### src/rtl/sr_ff_bank.sv
// Bank of WIDTH clocked SR flip-flops with a parameter-selected S=R=1 resolution,
// per-channel invalid flags, a change pulse and a saturating invalid-event counter.
module sr_ff_bank #(
    parameter int                 WIDTH     = 4,
    parameter int                 MODE      = 0,
    parameter int                 CNT_W     = 8,
    parameter logic [WIDTH-1:0]   RESET_VAL = {WIDTH{1'b0}}
) (
    input  logic             clk,
    input  logic             rst_n,
    input  logic             en,
    input  logic [WIDTH-1:0] s,
    input  logic [WIDTH-1:0] r,
    input  logic             clr_cnt,
    output logic [WIDTH-1:0] q,
    output logic [WIDTH-1:0] q_bar,
    output logic [WIDTH-1:0] invalid,
    output logic [CNT_W-1:0] invalid_cnt,
    output logic             changed
);

    if (MODE < 0 || MODE > 3) begin : g_mode_err
        $fatal(1, "sr_ff_bank: MODE must be 0..3");
    end

    localparam logic [CNT_W-1:0] CNT_MAX = {CNT_W{1'b1}};

    logic [WIDTH-1:0] q_q, q_d;
    logic [WIDTH-1:0] inv_q, inv_d;
    logic [CNT_W-1:0] cnt_q, cnt_d;
    logic             chg_q, chg_d;

    logic [WIDTH-1:0] both;
    logic [WIDTH-1:0] res_11;

    assign both = s & r;

    // Value a channel takes when both set and reset are requested.
    always_comb begin
        res_11 = q_q;
        case (MODE)
            1:       res_11 = {WIDTH{1'b1}};
            2:       res_11 = {WIDTH{1'b0}};
            3:       res_11 = ~q_q;
            default: res_11 = q_q;
        endcase
    end

    always_comb begin
        q_d   = q_q;
        inv_d = '0;
        cnt_d = cnt_q;
        if (en) begin
            q_d   = (q_q & ~(s | r)) | (s & ~r) | (both & res_11);
            inv_d = both;
        end
        chg_d = |(q_d ^ q_q);
        // Clear takes priority over any increment on the same edge.
        if (clr_cnt) begin
            cnt_d = '0;
        end else if (en && (|both) && (cnt_q != CNT_MAX)) begin
            cnt_d = cnt_q + 1'b1;
        end
    end

    always_ff @(posedge clk or negedge rst_n) begin
        if (!rst_n) begin
            q_q   <= RESET_VAL;
            inv_q <= '0;
            cnt_q <= '0;
            chg_q <= 1'b0;
        end else begin
            q_q   <= q_d;
            inv_q <= inv_d;
            cnt_q <= cnt_d;
            chg_q <= chg_d;
        end
    end

    // q_bar is derived from the single q register so the two can never disagree.
    assign q           = q_q;
    assign q_bar       = ~q_q;
    assign invalid     = inv_q;
    assign invalid_cnt = cnt_q;
    assign changed     = chg_q;

endmodule
### config.mk
export PLATFORM = sky130hd
export DESIGN_NAME = sr_ff_bank
export DESIGN_NICKNAME = d
export VERILOG_FILES = /design/src/rtl/sr_ff_bank.sv
export SDC_FILE = /design/constraint.sdc
export NUM_CORES = 1
export LEC_CHECK = 0
export CORE_MARGIN = 4
export CORE_UTILIZATION = 39
export CTS_CLUSTER_DIAMETER = 120
export DETAILED_ROUTE_END_ITERATION = 10
export GPL_ROUTABILITY_DRIVEN = 0
export PLACE_DENSITY = 0.82
export SLEW_MARGIN = 40
export SYNTH_ARGS = -nofsm -noshare
export SYNTH_HDL_FRONTEND = slang
export SYNTH_SLANG_ARGS = --single-unit
### constraint.sdc
create_clock -name clk -period 1.34 [get_ports clk]
set_input_delay 0.402 -clock clk [delete_from_list [all_inputs] [get_ports clk]]
set_output_delay 0.402 -clock clk [all_outputs]
set_load 0.02 [all_outputs]
==> impl_metrics.tcl, run 1 <==
set metrics [dict create \
    status "finished, violations left" \
    violations "negative setup slack" \
    grt_first_pass_wirelength_um 4370 \
    hp-class "in -> reg" \
    final_layout_size_suffix_gt1_share_pct 51.3 \
    muxShareOfSynthArea_pct 2.40 \
    via_per_inst 5.42 \
    tritoncts "done" \
    cp-end-kind "register" \
    vias 1003 \
    fin_crit_ps 1410 \
    synthTopCellsByArea "dfrtp_1 48%, a21oi_1 5.1%, o21ai_0 4.5%" \
    yosysTopAreaCellShare_pct 48.0 \
    syn2layout_area_growth_pct 70.5 \
    grt_max_degree 18 \
    fillers 158 \
    cts-buffers-inserted 3 \
    critical_path_required_ps 1560 \
    grt_setup_unrepaired "true" \
    syn_area_per_cell_um2 9.63 \
    finalWirelength_um 2900 \
    finalClockSkew_ps 13.2 \
    synth_top_family_by_area "compound AO/OA/AOI/OAI gates" \
    dieHeight_um 55.7 \
    die_w_um 55.7 \
    dpl-instance-area_um2 1480 \
    yosysSeqAreaShare_pct 48.0 \
    synth_compound_area_share_pct 23.3 \
    drcViolationCount 0 \
    power_leakage_nw 0.715 \
    port_buffers 32 \
    synth-xor-area-share_pct 0 \
    cts-htree-levels 1 \
    cts_max_path_buffers 2 \
    dieArea_um2 3100 \
    placed_cells 178 \
    final_common_cell "buf_4" \
    setup_viol 2 \
    power_mw 1.21 \
    crit_fanout 4 \
    syn_nets 105 \
    hpwlAfterDp_um 2110 \
    clk_pin_slew_ps 90 \
    hold_ws_ps 381 \
    synth_largest_area_cell "dfrtp_1" \
    syn_inst 92 \
    setup_tns_ps -116 \
    antenna_cells 0 \
    synth_area_um2 886 \
    cap_viol_max_count 0 \
    irDropWorstVdd_mv 0.842 \
    start_util_pct 43.0 \
    antenna_found_initial 0 \
    ant_nets 0 \
    overflow 0 \
    finish.utilization_pct 73.2 \
    yosys.area_share.simple_pct 19.8 \
    finalNonFillerCells 185 \
    worst_pin_slew_ps 252 \
    grt_util_all_layers_pct 17.8 \
    avgRoutedWirePerCell_um 15.7 \
    core_region_area_um2 2060 \
    place_worst_setup_slack_ps -627 \
    nNetsFinal 172 \
    hold_viol 0 \
    final_cell_mix "34 x buf_4, 15 x buf_2, 14 x dfrtp_1" \
    io_pins 33 \
    relSlewSlack_pct 83.1 \
    clock_latency_ps 300 \
    root_buffer "clkbuf_4" \
    rows 16 \
    drt_iter0_drc 9 \
    firstDrtPassIters 4 \
    ys_seq_elements 17 \
    fmax_mhz 710 \
    powerDensity_nw_per_um2 802 \
    cts_sinks 17 \
    slew_viol_final 0 \
    synthAdderAreaFrac_pct 1.41 \
    setup_ws_ps -67.6 \
    grt_pass1_vias 986 \
    fin_crit_sh_pct 105 \
    startpoint_type "register" \
    design_area_um2 1510 \
    yosys_warnings 0 \
    worstPathArrival_ps 1630 \
    crit_type "reg -> reg" \
    synth.distinct_cells 35 \
]
## worst paths after layout
kind | startpoint | end | slack, ps | cells after the start
worst max-delay path | invalid_cnt[0] | invalid_cnt[0] | -70 | 6
worst min-delay path | r[3] | changed | 380 | 2
worst max register to register | invalid_cnt[0] | invalid_cnt[0] | -70 | 6
worst min register to register | invalid_cnt[6] | invalid_cnt[6] | 570 | 2
max in group asynchronous | rst_n | invalid_cnt[2] | 690 | 2
min in group asynchronous | rst_n | invalid_cnt[6] | 420 | 2
## logic make-up after synthesis
kind of cell / count (synthesis)
buf+inv: 9
mux: 2
simple gates: 31
fa+ha+maj: 1
flops: 17
compound gates: 32
## flip-flops by register name, summed over array words and instances (netlist names)
register     count
invalid_cnt      8
invalid          4
q                4
changed          1
## cell usage after synthesis (all sizes together)
master and number:
o21ba 1, nor4 1, ha 1, o31ai 4, o311ai 1, or3 4
inv 6, nor3 1, o22ai 3, or2 1, nand3 4, nand2b 2
a21oi 9, o41ai 1, dfrtp 17, nor2b 1, mux2 1, and3 4
nor2 3, buf 2, clkbuf 1, or4 1, nand2 5, a211oi 1
o21ai 10, a22o 2, mux2i 1, nand4 1, or2b 3
## power by group
group | switching, mW | total [mW] | internal (mW)
combinational | 0.195 | 0.361 | 0.166
sequential | 0.0207 | 0.563 | 0.543
clock | 0.172 | 0.288 | 0.116
total | 0.387 | 1.21 | 0.824
## worst max-delay path: stages (launching register included)
cell	delay (ps)
dfrtp_2	450
ha_4	190
nand3_4	70
nor2_4	50
buf_6	120
or3_1	300
a21oi_1	140
## timing repair
action                     4_1_cts  5_1_grt
hold buffers                     0        0
pin swaps                        9       12
cloned                           0        1
resized for setup               96       25
setup endpoints to repair       30       15
buffers inserted                 2        1
## final cells by class
class                           count  area (um^2)  area share (%)
Multi-Input combinational cell     66          520            34.5
Sequential cell                    17          429            28.4
Clock buffer                        4         26.3            1.74
Tap cell                           27         33.8            2.24
Timing Repair Buffer               65          478            31.6
Inverter                            6         22.5            1.49
## per-layer routing
| layer | vias to the layer above | part of all wire (%) | global-route usage [%] |
|---|---|---|---|
| li1 | 469 | - | - |
| met2 | 48 | 53 | 31.8 |
| met4 | 0 | 3.2 | 9.38 |
| met3 | 10 | 6.8 | 3.71 |
| met5 | - | 0 | 0 |
| met1 | 476 | 37 | 19.5 |
Note: power is estimated with default switching activity, not from simulation.
==> run 2, diff against run 1 <==
- CORE_UTILIZATION: 39 -> 54
- DONT_BUFFER_PORTS: not set -> 1
- PLACE_DENSITY: 0.82 -> 0.79
==> run 2 against run 1 <==
Maximum frequency is 0.85% lower. The run still ends with negative setup slack left. Via count shrank 17%. Largest cell class unchanged. Cell area fell by 19%. Critical endpoint unchanged.
==> impl_metrics.tcl, run 2 (synthesis results as in run 1) <==
set metrics [dict create \
    status "finished, violations left" \
    violations "negative setup slack" \
    hpwlAfterDp_um 1570 \
    cap_viol_max_count 0 \
    vias 833 \
    startpoint_type "register" \
    finish.utilization_pct 80.3 \
    ant_nets 0 \
    slowest_stage "dfrtp_2" \
    antenna_cells 0 \
    grt_util_all_layers_pct 18.3 \
    start_util_pct 58.1 \
    grt_use_met1_pct 18.7 \
    irDropWorstVdd_mv 0.729 \
    cts-htree-levels 1 \
    fin_crit_sh_pct 106 \
    reg2regPathDepth 6 \
    crit_buf_inv 1 \
    overflow 0 \
    port_buffers 0 \
    via_per_inst 6.13 \
    finalWirelength_um 2210 \
    dieArea_um2 2350 \
    final_layout_size_suffix_gt1_share_pct 46.7 \
    endpoint "invalid_cnt[0]" \
    rows 14 \
    worst_pin_slew_ps 368 \
    final_common_cell "buf_4" \
    top_usage_layer "met2" \
    slowest_delay_ps 460 \
    crit_type "reg -> reg" \
    nNetsFinal 134 \
    hp-class "in -> async" \
    design_area_um2 1220 \
    r2r_slack_ps -80 \
    drt_iter0_drc 10 \
    syn2layout_area_growth_pct 38.1 \
    grt_setup_unrepaired "true" \
    crit_start "invalid_cnt[0]" \
    firstDrtPassIters 4 \
    finalNonFillerCells 136 \
    io_pins 33 \
    final_cell_mix "17 x buf_4, 11 x dfrtp_1, 9 x buf_6" \
    cts_max_path_buffers 2 \
    core_region_area_um2 1520 \
    largest_reg_flops 8 \
    setup_viol 6 \
    clock_latency_ps 280 \
    place_worst_setup_slack_ps -105 \
    placed_cells 125 \
    timing.rr.start "invalid_cnt[0]" \
    powerDensity_nw_per_um2 873 \
    fmax_mhz 704 \
    setup_ws_ps -79.7 \
    relSlewSlack_pct 75.1 \
    crit_fanout 5 \
    grt_max_degree 18 \
    grt_first_pass_wirelength_um 3510 \
    path_cells "ha_4, nand3_4, nor2_4, buf_6, or3_4, a21oi_2" \
    critical_path_required_ps 1550 \
    cts_sinks 17 \
    finalClockSkew_ps 3.21 \
    drcViolationCount 0 \
    hold_viol 0 \
    grt_pass1_vias 844 \
    tritoncts "done" \
    avgRoutedWirePerCell_um 16.2 \
    slew_viol_final 0 \
    crit_cells 6 \
    antenna_found_initial 0 \
    fin_crit_ps 1420 \
    dieHeight_um 48.5 \
    globalRouteMet2Util_pct 33.9 \
    met3_usage_pct 5.21 \
    power_mw 1.07 \
    power_leakage_nw 0.528 \
    clk_pin_slew_ps 90 \
    root_buffer "clkbuf_4" \
    cp_top_family "flip-flops" \
    cts-buffers-inserted 3 \
    worstPathArrival_ps 1630 \
    die_w_um 48.5 \
    reg2reg_to "invalid_cnt[0]" \
    cp-end-kind "register" \
    dpl-instance-area_um2 1070 \
]
==> run 2: cell types whose count changed in the layout (fill, tap and decap cells not counted), moves of 3 or more <==
cell / change
buf_4: -17
buf_2: -14
buf_6: +6
inv_1: -4
clkbuf_2: -3
clkdlybuf4s15_1: -3
dfrtp_1: -3
dfrtp_2: +3
dlygate4sd2_1: -3
==> run 2: worst min path at each step <==
stage,to,slack (ps),cells past startpoint
detailed placement,invalid_cnt[6],110,0
CTS,invalid_cnt[0],160,1
finish,invalid_cnt[6],20,1
global placement,invalid_cnt[6],110,0
global route,invalid_cnt[4],40,1
floorplan,changed,110,0
==> run 2: area by class of cell <==
type | count | area [um^2]
clock buffers | 4 | 26.3
fillers | 100 | 300
multi-input cells | 66 | 480
well taps | 16 | 20.0
flip-flops and latches | 17 | 433
repair buffers | 27 | 234
inverters | 6 | 30.0
==> run 2: worst reg2reg max path, cell delays in order (launching register included) <==
cell and delay (ps):
dfrtp_2 460, ha_4 190, nand3_4 60, nor2_4 50, buf_6 120, or3_4 320, a21oi_2 150
==> run 2: routing by layer <==
layer | part of all wire [%] | up-vias
met4 | 0.95 | 0
met2 | 56 | 22
met1 | 37 | 412
met3 | 5.9 | 4
li1 | - | 395
met5 | 0 | -
==> run 2: power by group <==
part	switching, mW	leakage, nW	internal (mW)
logic	0.116	0.301	0.0915
registers	0.0520	0.211	0.545
clock network	0.149	0.0150	0.116
total	0.317	0.528	0.752
==> run 2: what timing repair did <==
action                                  in CTS  in global routing
pin swaps                                    2                  7
hold buffers                                 1                  0
endpoints found under the setup margin       9                 17
setup buffers                                2                  4
gates resized for setup                     13                 14
hold endpoints to repair                    17                  0
==> run 2: through the flow <==
| stage | setup TNS (ps) | hold slack (ps) |
|---|---|---|
| floorplan | -116 | 106 |
| global placement | -87.9 | 107 |
| detailed placement | -377 | 107 |
| CTS | -196 | 156 |
| global route | -691 | 38.9 |
| finish | -192 | 20.6 |
